File: src/rtl/mul_unit_pkg.sv
// Shared CPU package for the multiplier slice.
// Holds the multiplier FSM encoding, the datapath width, the PC register index
// and the positions of N/Z inside the two-bit flag vector handed to the CPSR logic.
package mul_unit_pkg;

   // Datapath and iteration sizing
   localparam int unsigned DATA_W     = 32;
   localparam int unsigned ITERATIONS = 32;
   localparam int unsigned CNT_W      = 6;
   localparam int unsigned REG_IDX_W  = 4;

   // Register index of the PC; a multiply may not write it back
   localparam logic [REG_IDX_W-1:0] PC_IDX = 4'd15;

   // Flag vector layout as consumed by the CPSR update logic
   localparam int unsigned NZ_W   = 2;
   localparam int unsigned FLAG_N = 1;
   localparam int unsigned FLAG_Z = 0;

   typedef enum logic [1:0] {
      IDLE = 2'd0,
      CALC = 2'd1,
      DONE = 2'd2
   } mul_state_t;

   // N/Z for a 32-bit result, packed in the CPSR flag-vector order
   function automatic logic [NZ_W-1:0] nz_flags(input logic [DATA_W-1:0] value);
      logic [NZ_W-1:0] nz;
      nz         = '0;
      nz[FLAG_N] = value[DATA_W-1];
      nz[FLAG_Z] = (value == '0);
      return nz;
   endfunction

endpackage

File: src/rtl/mul_unit.sv
// mul_unit: iterative shift-add multiplier for MUL/MLA.
// Operands are captured from the register-file read ports when start is
// accepted in IDLE, one shift-add iteration runs per cycle in CALC, and a
// single DONE cycle presents the write-back request and N/Z flags.
//
// Ports:
//   clk, rst     rising-edge clock, synchronous active-high reset
//   start        launch request, sampled only in IDLE
//   acc_en       1 = MLA (adds op_n), 0 = MUL
//   set_flags    request an N/Z update with this result
//   rd_addr      destination register
//   op_m/op_s/op_n  multiplicand (Rm), multiplier (Rs), accumuland (Rn)
//   busy         high whenever the FSM is not IDLE
//   done         one-cycle completion pulse
//   result       low 32 bits of the product (+ op_n), held until next DONE
//   w_addr       latched destination, held until next DONE
//   write_reg    one-cycle write-back strobe (suppressed for the PC)
//   flag_n/flag_z  N/Z of result, held until next DONE
//   flags_valid  done qualified by the latched set_flags
//   error        one-cycle pulse when the destination was the PC
module mul_unit
   import mul_unit_pkg::*;
#(
   parameter bit EARLY_TERM = 1'b1
) (
   input  logic        clk,
   input  logic        rst,
   input  logic        start,
   input  logic        acc_en,
   input  logic        set_flags,
   input  logic [3:0]  rd_addr,
   input  logic [31:0] op_m,
   input  logic [31:0] op_s,
   input  logic [31:0] op_n,
   output logic        busy,
   output logic        done,
   output logic [31:0] result,
   output logic [3:0]  w_addr,
   output logic        write_reg,
   output logic        flag_n,
   output logic        flag_z,
   output logic        flags_valid,
   output logic        error
);

   mul_state_t state, state_next;

   logic [DATA_W-1:0]    mcand, mcand_next;
   logic [DATA_W-1:0]    mplier, mplier_next;
   logic [DATA_W-1:0]    acc, acc_next;
   logic [CNT_W-1:0]     cnt, cnt_next;
   logic [REG_IDX_W-1:0] rd, rd_next;
   logic                 sf, sf_next;

   logic                 busy_next;
   logic                 done_next;
   logic [DATA_W-1:0]    result_next;
   logic [REG_IDX_W-1:0] w_addr_next;
   logic                 write_reg_next;
   logic                 flag_n_next;
   logic                 flag_z_next;
   logic                 flags_valid_next;
   logic                 error_next;

   logic [DATA_W-1:0]    acc_step;
   logic [NZ_W-1:0]      nz;
   logic                 last_iter;

   // Next-state, datapath step and next-output values
   always_comb begin
      state_next       = state;
      mcand_next       = mcand;
      mplier_next      = mplier;
      acc_next         = acc;
      cnt_next         = cnt;
      rd_next          = rd;
      sf_next          = sf;
      done_next        = 1'b0;
      write_reg_next   = 1'b0;
      flags_valid_next = 1'b0;
      error_next       = 1'b0;
      result_next      = result;
      w_addr_next      = w_addr;
      flag_n_next      = flag_n;
      flag_z_next      = flag_z;
      acc_step         = acc;
      nz               = '0;
      last_iter        = 1'b0;

      case (state)
         IDLE: begin
            if (start) begin
               mcand_next  = op_m;
               mplier_next = op_s;
               acc_next    = acc_en ? op_n : '0;
               cnt_next    = '0;
               rd_next     = rd_addr;
               sf_next     = set_flags;
               state_next  = CALC;
            end
         end

         CALC: begin
            // Add the shifted multiplicand when the current multiplier LSB is set
            acc_step    = mplier[0] ? (acc + mcand) : acc;
            acc_next    = acc_step;
            mcand_next  = mcand << 1;
            mplier_next = mplier >> 1;
            cnt_next    = cnt + CNT_W'(1);

            // Early exit once no multiplier bits remain (still at least one iteration)
            last_iter = (cnt_next == CNT_W'(ITERATIONS)) ||
                        (EARLY_TERM && (mplier_next == '0));

            if (last_iter) begin
               nz               = nz_flags(acc_step);
               state_next       = DONE;
               result_next      = acc_step;
               w_addr_next      = rd;
               done_next        = 1'b1;
               write_reg_next   = (rd != PC_IDX);
               error_next       = (rd == PC_IDX);
               flags_valid_next = sf;
               flag_n_next      = nz[FLAG_N];
               flag_z_next      = nz[FLAG_Z];
            end
         end

         DONE: begin
            state_next = IDLE;
         end

         default: begin
            state_next = IDLE;
         end
      endcase

      busy_next = (state_next != IDLE);
   end

   // State, datapath and output registers
   always_ff @(posedge clk) begin
      if (rst) begin
         state       <= IDLE;
         mcand       <= '0;
         mplier      <= '0;
         acc         <= '0;
         cnt         <= '0;
         rd          <= '0;
         sf          <= 1'b0;
         busy        <= 1'b0;
         done        <= 1'b0;
         result      <= '0;
         w_addr      <= '0;
         write_reg   <= 1'b0;
         flag_n      <= 1'b0;
         flag_z      <= 1'b0;
         flags_valid <= 1'b0;
         error       <= 1'b0;
      end else begin
         state       <= state_next;
         mcand       <= mcand_next;
         mplier      <= mplier_next;
         acc         <= acc_next;
         cnt         <= cnt_next;
         rd          <= rd_next;
         sf          <= sf_next;
         busy        <= busy_next;
         done        <= done_next;
         result      <= result_next;
         w_addr      <= w_addr_next;
         write_reg   <= write_reg_next;
         flag_n      <= flag_n_next;
         flag_z      <= flag_z_next;
         flags_valid <= flags_valid_next;
         error       <= error_next;
      end
   end

endmodule
File: config.mk
export PLATFORM = sky130hd
export DESIGN_NAME = mul_unit
export DESIGN_NICKNAME = d
export VERILOG_FILES = /design/src/rtl/mul_unit_pkg.sv /design/src/rtl/mul_unit.sv
export SDC_FILE = /design/constraint.sdc
export NUM_CORES = 1
export LEC_CHECK = 0
export CAP_MARGIN = 10
export CORE_ASPECT_RATIO = 1.4
export CORE_UTILIZATION = 35
export CTS_CLUSTER_SIZE = 14
export DETAILED_ROUTE_END_ITERATION = 8
export HOLD_SLACK_MARGIN = 0.15
export PLACE_DENSITY = 0.62
export RECOVER_POWER = 100
export SLEW_MARGIN = 20
export SYNTH_ARGS = -nofsm -noshare
export SYNTH_HDL_FRONTEND = slang
export SYNTH_SLANG_ARGS = --single-unit
File: constraint.sdc
create_clock -name clk -period 3.2 [get_ports clk]
set_input_delay 0.48 -clock clk [delete_from_list [all_inputs] [get_ports clk]]
set_output_delay 0.48 -clock clk [all_outputs]
set_load 0.01 [all_outputs]
==> results by group, run 1 <==
STA
  • Final Max Slew Viols: 0
  • Fin. Hold Viols: 0
  • Setup Skew: 0.0114 ns
  • Worst-margin pin slew: 1.26 ns
  • Fmax: 0.318 GHz
  • Period minus WS final: 3.15 ns
  • Total Neg Setup Slack: 0 ns
  • RSZ-0062 raised after global routing: yes
  • Slew Limit Headroom: 15.7%
  • Final number of setup-violating endpoints: 0
  • Final period util: 98.3%

Placement
  • Post-DP HPWL: 19200 um
  • Area of placed instances: 10300 um^2
  • GPL Wtd Cong: 0.896
  • Port bufs: 147

Cells and area
  • Layout cells sized above 1: 10.5%
  • Final Cell Area: 11000 um^2
  • Filler cells: 2367
  • Nets: 1332
  • Diode count: 0
  • Post-layout util: 47.1%
  • Area Overhead vs Synth: 31.7%

Min path
  • Hold_sp: result[21]
  • Cell depth of the worst hold path: 2
  • WHS Endpoint: result[21]
  • Hold Crit Class: reg -> reg

Drt
  • DR WL/cell: 17.6 um
  • First-iteration detailed-routing DRC count: 410
  • DRT antenna net count: 0
  • Initial DRT Pass Iterations: 5
  • Final wirelength: 26600 um
  • Vias/cell: 5.47
  • Post-route DRC: 0
  • Via count: 8282

Floorplan
  • Die Span Y: 184 um
  • Width of the die: 132 um
  • Core box area: 23300 um^2
  • Die Area: 24400 um^2
  • Num ports: 148
  • Starting Density: 35.7%
  • Placement row count: 66

Setup path
  • Worst-path maximum fanout: 4
  • Startpoint types: register
  • Crit Reg-Reg Startpoint: mcand[0]
  • R2R setup slack: 0.05 ns
  • Crit end category: register
  • WS Path Type: reg -> reg
  • Critical R2R Capture: flag_z
  • Worst Path Required: 3.52 ns
  • Crit path DAT: 3.47 ns
  • R2r worst-path depth: 14

Global route
  • GRT Resource Usage Total: 22.1%
  • First-pass GRT wire length: 42200 um
  • Vias in the first global route: 8086
  • Largest net degree at the start of global routing: 149
  • Initial antenna violation count: 0
  • Grt ovf: 0

Clock network
  • Clk_lat worst skew: 0.44 ns
  • CTS hold repair buffers: 0
  • CTS H-tree depth: 4
  • Clock root buffer: clkbuf_16
  • CTS tree: built
  • Sinks on Clock Net: 151
  • Clk slew on worst S/H paths: 0.06 ns
  • Num CTS Buffers: 17
  • Clk buf depth: 2

Synth
  • FFs w/ async S/R, synth: 0%
  • Share of the synthesized area in the top cell type: 36.3%
  • Post-synth EDFFs: 0
  • Mapped Nets: 1186
  • Register area share after synthesis: 36.3%
  • Main synth FF type: dfxtp_1
  • Synthesized area per cell: 7.94 um^2
  • Yosys cell types: 79
  • Leading area contributor after synthesis: dfxtp_1
  • YS warnings: 0
  • Synth Register Bits: 151
  • Synth Instances: 1048
  • Dominant cells by area after synthesis: dfxtp_1 (36%), nor2_1 (7.9%), nand2_1 (7.6%)
  • Netlist Area Pre-Place: 8320 um^2

Power and ir drop
  • Peak supply drop: 0.355 mV
  • Power Dens Cells: 456 nW/um^2
  • Leakage: 4.29 nW

Run status
  • Status: finished, final reports clean

Run
  • Max-Cap Viols: 0
[cells in the final DEF, fill, tap and decap left out, drive strengths merged, types with 14 or more instances in the layout]
cell           synthesis  routed
a22oi                 21      21
dlygate4sd3            0      44
nor3                  22      22
mux2i                 24      24
o21ai                 24      24
nand3                 14      14
nor2                 176     176
a221oi                14      14
buf                   10      53
nor4                  14      14
a311oi                64      64
a211oi                23      23
nand2                169     169
clkdlybuf4s50          0     102
clkbuf                70      28
ha                    32      32
dfxtp                151     151
a21oi                 58      58
[final cells by class]
class	instances	area [um^2]	area share, %
timing repair buffer	207	1910	17.4
inverter	10	37.5	0.343
sequential	151	3030	27.6
clock buffer	20	457	4.17
multi-input combinational	807	5020	45.8
tap	306	383	3.49
clock inverter	12	119	1.08
[per-stage QoR]
stage | power, mW | std cells | worst slack [ns] | hold WS, ns
final | 5.00 | 1513 | 0.0537 | 0.486
after global routing | 5.21 | 1513 | -0.0870 | 0.506
after CTS | 5.03 | 1511 | -0.0735 | 0.499
after detailed placement | 3.02 | 1474 | -0.0582 | 0.483
after global placement | 3.02 | 1474 | -0.0266 | 0.480
after floorplan | 2.64 | 1048 | 0.165 | 0.429
[critical path, cell delays in order (launching register included)]
cell      delay [ns]
dfxtp_2         0.34
ha_4            0.16
fa_2            0.34
a21o_4          0.22
a221oi_4        0.33
buf_4           0.18
nor4_2          0.04
nor3_2          0.10
buf_4           0.17
o31ai_4         0.09
a221o_1         0.38
a21oi_2         0.18
xor2_2          0.09
a31o_1          0.21
a31o_1          0.20
[synthesized netlist by cell type (all sizes together) (4+ instances only)]
cell type,number
and2,6
nand3b,4
nor2,176
nor3,22
mux2,4
dfxtp,151
and4,5
a311oi,64
a31oi,7
nor4,14
mux2i,24
xnor2,11
clkbuf,70
or2,4
a22oi,21
o31ai,5
a21oi,58
buf,10
a221oi,14
nand2,169
a21o,13
a31o,4
and3,7
a21boi,4
ha,32
nor2b,8
nand2b,4
xor2,11
inv,9
o221ai,4
a211oi,23
o21ai,24
nand4,9
o21a,4
nand3,14
[metal layers]
metal | GRT usage, % | wire length, um
met2 | 38.7 | 13300
met3 | 4.65 | 1300
met1 | 25.5 | 11000
met4 | 11.1 | 1010
met5 | 0 | 0
[logic make-up (layout without fill, tap and decap cells)]
kind of cell / after synthesis / after routing / share of synthesized area, %
xor gates and xnor gates: 22 / 22 / 2.41
muxes: 28 / 28 / 3.47
adders and majority gates: 33 / 33 / 5.05
and+or+nand+nor: 457 / 457 / 24.2
DFF: 151 / 151 / 36.3
buffers and inverters: 90 / 249 / 4.72
AOI/OAI and AO/OA: 267 / 267 / 23.8
[report_power, final]
group | internal (mW) | switching (mW)
registers | 1.98 | 0.0903
logic | 0.430 | 0.505
clock network | 1.12 | 0.870
[how the worst max path moves through the flow]
stage,endpoint,from,slack (ns),cells past startpoint
2_1_floorplan,flag_z,mcand[0],0.16,12
3_3_place_gp,flag_z,mcand[0],-0.03,12
3_5_place_dp,flag_z,mcand[0],-0.06,12
4_1_cts,flag_z,mcand[0],-0.07,13
5_1_grt,flag_z,acc[0],-0.09,14
6_report,flag_z,mcand[0],0.05,14
[what timing repair did]
item | CTS | global route
endpoints found under the setup margin | 4 | 8
buffers inserted | 5 | 2
gates resized for setup | 10 | 13
pin swaps | 16 | 9
endpoints found under the hold margin | 0 | 0
Note: power is estimated with default switching activity, not from simulation.
==> run 2: changes to the inputs <==
Settings changed: CAP_MARGIN 10 to 20.
==> results of run 2 <==
Final layout, timing and power as in run 1 (identical DEF).
==> run 3: changes to the inputs <==
Settings changed: CTS_CLUSTER_SIZE 14 to 20.
==> results of run 3 <==
Final layout, timing and power as in run 1 (identical DEF).
